<file path="config.mk">
export PLATFORM = sky130hd
export DESIGN_NAME = mem_arbiter
export DESIGN_NICKNAME = d
export VERILOG_FILES = /design/src/rtl/mem_arbiter.sv
export SDC_FILE = /design/constraint.sdc
export NUM_CORES = 1
export LEC_CHECK = 0
export ABC_AREA = 1
export CORE_MARGIN = 4
export CORE_UTILIZATION = 43
export CTS_CLUSTER_SIZE = 16
export DETAILED_ROUTE_END_ITERATION = 10
export PLACE_DENSITY = 0.85
export SLEW_MARGIN = 25
export SYNTH_ARGS = -nofsm -noshare
export SYNTH_HDL_FRONTEND = slang
export SYNTH_SLANG_ARGS = --single-unit
</file>
<file path="constraint.sdc">
create_clock -name clk -period 2.7 [get_ports clk]
set_input_delay 0.405 -clock clk [delete_from_list [all_inputs] [get_ports clk]]
set_output_delay 0.405 -clock clk [all_outputs]
set_load 0.02 [all_outputs]
</file>
<file path="src/rtl/mem_arbiter.sv">
// ---------------------------------------------------------------------------
// mem_arbiter
//
// Purpose:
//   Shares one RAM port between two masters: the CPU on port A and a
//   secondary master such as a loader or debug unit on port B. Every
//   accepted access passes through four phases: arbitration (IDLE), address
//   setup (SETUP), write strobe (STROBE, writes only) and a one-cycle
//   acknowledge (DONE). Accesses with an invalid size or a misaligned
//   address are rejected at grant time and never reach the RAM.
//
// Parameters:
//   RR_EN        1 = alternate between A and B on contention,
//                0 = fixed priority, A always wins.
//   WAIT_CYCLES  Extra SETUP cycles (0..7) before a read is captured or a
//                write strobe fires.
//
// Ports:
//   clk                 system clock, rising edge
//   reset               asynchronous reset, active low (0 = in reset)
//   a_req / b_req       access request, held by the master until its ack
//   a_we / b_we         1 = write, 0 = read
//   a_size / b_size     00 byte, 01 half, 10 word, 11 invalid
//   a_addr / b_addr     byte address
//   a_wdata / b_wdata   write data
//   a_ack / b_ack       one-cycle completion pulse
//   a_err / b_err       high together with ack when the access was rejected
//   a_rdata / b_rdata   last successfully read data for that port
//   mem_clk             RAM write strobe
//   mem_size            access size to the RAM
//   addr                address to the RAM
//   data_i              write data to the RAM
//   data_o              read data from the RAM (combinational)
// ---------------------------------------------------------------------------
module mem_arbiter #(
    parameter logic        RR_EN       = 1'b1,
    parameter int unsigned WAIT_CYCLES = 1
) (
    input  logic        clk,
    input  logic        reset,
    input  logic        a_req,
    input  logic        a_we,
    input  logic [1:0]  a_size,
    input  logic [31:0] a_addr,
    input  logic [31:0] a_wdata,
    output logic        a_ack,
    output logic        a_err,
    output logic [31:0] a_rdata,
    input  logic        b_req,
    input  logic        b_we,
    input  logic [1:0]  b_size,
    input  logic [31:0] b_addr,
    input  logic [31:0] b_wdata,
    output logic        b_ack,
    output logic        b_err,
    output logic [31:0] b_rdata,
    output logic        mem_clk,
    output logic [1:0]  mem_size,
    output logic [31:0] addr,
    output logic [31:0] data_i,
    input  logic [31:0] data_o
);

    typedef enum logic [1:0] {
        ST_IDLE,
        ST_SETUP,
        ST_STROBE,
        ST_DONE
    } state_t;

    localparam logic [2:0] LP_WAIT = 3'(WAIT_CYCLES);

    state_t      r_state;
    state_t      w_nextState;

    logic        r_lastGrantB;
    logic        r_ownerB;
    logic        r_we;
    logic        r_err;
    logic [1:0]  r_size;
    logic [31:0] r_addr;
    logic [31:0] r_wdata;
    logic [2:0]  r_waitCnt;
    logic [31:0] r_aRdata;
    logic [31:0] r_bRdata;

    logic        w_pickB;
    logic        w_selWe;
    logic [1:0]  w_selSize;
    logic [31:0] w_selAddr;
    logic [31:0] w_selWdata;
    logic        w_selBad;
    logic        w_setupDone;
    logic        w_grant;
    logic        w_capture;

    // An access is rejected when the size code is invalid or the address is
    // not naturally aligned to the access size.
    function automatic logic isMisaligned(input logic [1:0] size, input logic [1:0] lsb);
        case (size)
            2'b00:   isMisaligned = 1'b0;
            2'b01:   isMisaligned = lsb[0];
            2'b10:   isMisaligned = (lsb != 2'b00);
            default: isMisaligned = 1'b1;
        endcase
    endfunction

    // Winner selection. On contention round-robin hands the grant to whoever
    // did not win last time; a lone requester always wins.
    always_comb begin
        if (a_req && b_req) begin
            w_pickB = RR_EN ? ~r_lastGrantB : 1'b0;
        end else begin
            w_pickB = b_req;
        end
    end

    assign w_selWe     = w_pickB ? b_we    : a_we;
    assign w_selSize   = w_pickB ? b_size  : a_size;
    assign w_selAddr   = w_pickB ? b_addr  : a_addr;
    assign w_selWdata  = w_pickB ? b_wdata : a_wdata;
    assign w_selBad    = isMisaligned(w_selSize, w_selAddr[1:0]);
    assign w_setupDone = (r_waitCnt == 3'd0);

    // State register.
    always_ff @(posedge clk or negedge reset) begin
        if (!reset) begin
            r_state <= ST_IDLE;
        end else begin
            r_state <= w_nextState;
        end
    end

    // Next-state decode and per-state outputs. mem_clk is gated with reset
    // so the strobe drops the instant reset is asserted, independent of the
    // state register's reset path.
    always_comb begin
        w_nextState = r_state;
        w_grant     = 1'b0;
        w_capture   = 1'b0;
        mem_clk     = 1'b0;
        a_ack       = 1'b0;
        b_ack       = 1'b0;
        a_err       = 1'b0;
        b_err       = 1'b0;
        case (r_state)
            ST_IDLE: begin
                if (a_req || b_req) begin
                    w_grant     = 1'b1;
                    w_nextState = w_selBad ? ST_DONE : ST_SETUP;
                end
            end
            ST_SETUP: begin
                if (w_setupDone) begin
                    if (r_we) begin
                        w_nextState = ST_STROBE;
                    end else begin
                        w_capture   = 1'b1;
                        w_nextState = ST_DONE;
                    end
                end
            end
            ST_STROBE: begin
                mem_clk     = reset;
                w_nextState = ST_DONE;
            end
            ST_DONE: begin
                a_ack       = ~r_ownerB;
                b_ack       = r_ownerB;
                a_err       = ~r_ownerB & r_err;
                b_err       = r_ownerB & r_err;
                w_nextState = ST_IDLE;
            end
            default: begin
                w_nextState = ST_IDLE;
            end
        endcase
    end

    // Request latch, setup down-counter and per-port read-data registers.
    // The winner's request is copied at grant so the master may change its
    // inputs freely afterwards. last_grant resets to B so A wins first.
    always_ff @(posedge clk or negedge reset) begin
        if (!reset) begin
            r_lastGrantB <= 1'b1;
            r_ownerB     <= 1'b0;
            r_we         <= 1'b0;
            r_err        <= 1'b0;
            r_size       <= 2'b00;
            r_addr       <= 32'd0;
            r_wdata      <= 32'd0;
            r_waitCnt    <= 3'd0;
            r_aRdata     <= 32'd0;
            r_bRdata     <= 32'd0;
        end else begin
            if (w_grant) begin
                r_lastGrantB <= w_pickB;
                r_ownerB     <= w_pickB;
                r_we         <= w_selWe;
                r_err        <= w_selBad;
                r_size       <= w_selSize;
                r_addr       <= w_selAddr;
                r_wdata      <= w_selWdata;
                r_waitCnt    <= LP_WAIT;
            end else if ((r_state == ST_SETUP) && !w_setupDone) begin
                r_waitCnt <= r_waitCnt - 3'd1;
            end
            if (w_capture) begin
                if (r_ownerB) begin
                    r_bRdata <= data_o;
                end else begin
                    r_aRdata <= data_o;
                end
            end
        end
    end

    assign mem_size = r_size;
    assign addr     = r_addr;
    assign data_i   = r_wdata;
    assign a_rdata  = r_aRdata;
    assign b_rdata  = r_bRdata;

endmodule

</file>
==> results of run 1 <==
==> synth_stat cells <==
cell type,n,area share
clkbuf_1,12,0.0076
nand3_1,2,0.0017
o21ai_0,136,0.11
a211oi_2,2,0.0042
inv_4,1,0.0011
buf_4,7,0.0089
nor3_1,1,0.00084
dfrtp_1,138,0.58
nand3b_1,2,0.0025
a21oi_1,2,0.0017
a31oi_1,1,0.0011
nand3_2,2,0.0034
or2_2,1,0.0011
nor2_1,70,0.044
buf_6,1,0.0019
ha_1,6,0.013
nand2_2,1,0.0011
buf_2,20,0.017
inv_1,50,0.032
nand2_4,1,0.0019
o21ai_1,63,0.053
dfstp_2,1,0.0044
or2_1,1,0.0011
inv_2,1,0.00063
nor2_2,1,0.0011
nand2_1,154,0.098
==> worst max path at each step <==
| stage | start | to | slack (ns) |
|---|---|---|---|
| CTS | r_state[1] | a_err | 0.33 |
| finish | r_state[1] | a_err | 0.38 |
| global route | r_state[1] | a_err | 0.23 |
| detailed placement | b_req | mem_size[1] | 0.42 |
| floorplan | r_waitCnt[0] | r_waitCnt[1] | 1.23 |
| global placement | b_req | mem_size[1] | 0.50 |
==> layer usage <==
layer  up-vias  share of wire
li1       2773              -
met5         -         0.0014
met2       267           0.50
met3        30          0.096
met4         4          0.017
met1      2727           0.38
==> through the flow <==
step	hold slack, ns	worst slack (ns)	utilization	power (mW)	cells
finish	0.0737	0.378	0.722	11.3	1157
global route	0.133	0.231	0.722	12.0	1157
CTS	0.150	0.335	0.722	11.4	1157
detailed placement	0.465	0.418	0.681	9.22	1126
global placement	0.454	0.499	0.681	9.05	1126
floorplan	0.109	1.23	-	6.43	677
==> critical path, stage by stage, from the launching register on <==
cell and delay (ns):
dfrtp_1 0.42, ha_1 0.20, inv_1 0.06, nor3_1 0.17
clkdlybuf4s50_1 0.67
==> cell type report <==
| type | count | area (µm²) |
|---|---|---|
| fill | 997 | 3710 |
| clock inverter | 11 | 96.3 |
| timing repair buffer | 313 | 3150 |
| inverter | 52 | 198 |
| sequential | 139 | 3480 |
| multi-input combinational | 446 | 2040 |
| tap | 176 | 220 |
| clock buffer | 20 | 457 |
==> registers in the layout, summed over array words and instances (netlist names) <==
name	flops
b_rdata	32
mem_size	2
r_waitCnt	3
r_state	2
r_err	1
r_ownerB	1
data_i	32
r_we	1
a_rdata	32
r_lastGrantB	1
addr	32
==> kinds of logic (layout without fill, tap and decap cells) <==
group,count (synthesis),count (layout)
AOI/OAI and AO/OA,204,204
adders and majority gates,6,6
buffers and inverters,92,396
DFF,139,139
and+or+nand+nor,236,236
==> power by group <==
part           internal, mW  leakage [nW]  total, mW  switching, mW
sequential             3.10          1.59       3.67          0.572
clock                  1.31         0.272       2.18          0.869
combinational          2.49          2.54       5.49           2.99
total                  6.90          4.41       11.3           4.43
==> summary.md, run 1 <==
| Metric | Value |
|---|---|
| Fin crit share | `0.860` |
| Pins Over Slew Limit | `0` |
| DRT Pass-1 Iters | `4` |
| Largest net degree at the start of global routing | `140` |
| Die Wd | `125 µm` |
| #FFs+latches synth | `139` |
| Post-route cell area | `9640 µm²` |
| Fraction of layout cells with a size suffix above 1 | `0.0520` |
| PD cells | `1180 nW/µm²` |
| R2R cell count | `8` |
| GR Overflow Total | `0` |
| CP max FO | `5` |
| Worst Clk Skew | `0.0125 ns` |
| Fin Setup TNS | `0 ns` |
| Postcts setup bufs | `0` |
| # hold bufs at CTS | `0` |
| DR vias | `5,801` |
| Antenna diodes | `0` |
| Post-cts gate resize count | `0` |
| Most frequent cells in the layout | `clkdlybuf4s50_1, nand2_1, dfrtp_1` |
| First-pass GRT wire length | `30,400 µm` |
| Critical path data required time | `2.30 ns` |
| Worst reg2reg path endpoint | `a_rdata[17]` |
| Worst setup SP type | `register` |
| Die footprint | `15,700 µm²` |
| Routing usage on met2 | `0.416` |
| Final min period | `2.32 ns` |
| Initial antenna violation count | `2` |
| Worst setup EP type | `output pin` |
| Row count | `42` |
| HP Class | `in2async` |
| Root Driver | `clkbuf_16` |
| GPL Wtd Cong | `0.830` |
| Arrival time worst endpoint | `1.92 ns` |
| Compound-cell area share of the yosys netlist | `0.175` |
| RSZ-0062 raised after global routing | `false` |
| CTS buffer count | `17` |
| Clk_lat worst skew | `0.42 ns` |
| Final WL | `19,100 µm` |
| Maximum clock path buffer count | `2` |
| Core ar. | `13,300 µm²` |
| Clk sinks | `139` |
| Met1 global-route usage | `0.283` |
| Xor and xnor area share after synthesis | `0` |
| Final setup fails | `0` |
| Leakage Power | `4.41 nW` |
| CTS tree | `built` |
| Syn_area_per_cell | `8.75 µm²` |
| DRT iter0 DRCs | `462` |
| Vias per cell | `5.01` |
| Sequential share of the synthesized area | `0.587` |
| Port Buffers | `304` |
| Max transition margin | `0.478` |
| Synth unique cells | `26` |
| Reg2Reg Launch Point | `r_state[1]` |
| Synthesis Warnings | `0` |
| # DRC | `0` |
| Layer with the highest usage | `met2` |
| Die Y | `125 µm` |
| DP Wirelength | `13,900 µm` |
| Max-Cap Viols | `0` |
| Final nets | `1,145` |
| DP Area | `9090 µm²` |
| Gr usage total | `0.243` |
| M3 GR Usage | `0.0891` |
| Adder-cell share of the synthesized area | `0.0127` |
| H-tree Lvls | `4` |
| Worst IR Drop VDD | `0.551 mV` |
| Max Fclk | `431 MHz` |
| Total nets after synthesis | `853` |
| Largest family of logic cells by synthesized area | `compound AO/OA/AOI/OAI gates` |
| Reg-to-reg slack, setup | `0.61 ns` |
| Mapped Area | `5930 µm²` |
| Run status | `completed` |
| Multiplexer area fraction after synthesis | `0` |
| Commonest non-fill, non-tap cell in the layout | `clkdlybuf4s50_1` |
| Critical path type | `reg2out` |
| Mapped Cells | `677` |
| Initial Utilization | `0.444` |
| Slew of the pin with the lowest slew margin | `0.783 ns` |
| Average wire per standard cell | `16.5 µm` |
| Post-synthesis simple-gate area fraction | `0.156` |
| Worst-path clk slew | `0.06 ns` |
| # IOs | `305` |
| Final Hold Fails | `0` |
| Layout overhead on the synthesized area | `62.7%` |
| Vias in the first global route | `5,832` |
| ANT nets after route | `0` |
Note: power is estimated with default switching activity, not from simulation.
==> run 2: changes to the inputs <==
--- a/config.mk
+++ b/config.mk
@@ -15,3 +15,4 @@
 export SYNTH_ARGS = -nofsm -noshare
 export SYNTH_HDL_FRONTEND = slang
 export SYNTH_SLANG_ARGS = --single-unit
+export TNS_END_PERCENT = 20
==> results of run 2 <==
Same layout as run 1: the final DEF is identical, and so are final timing and power.
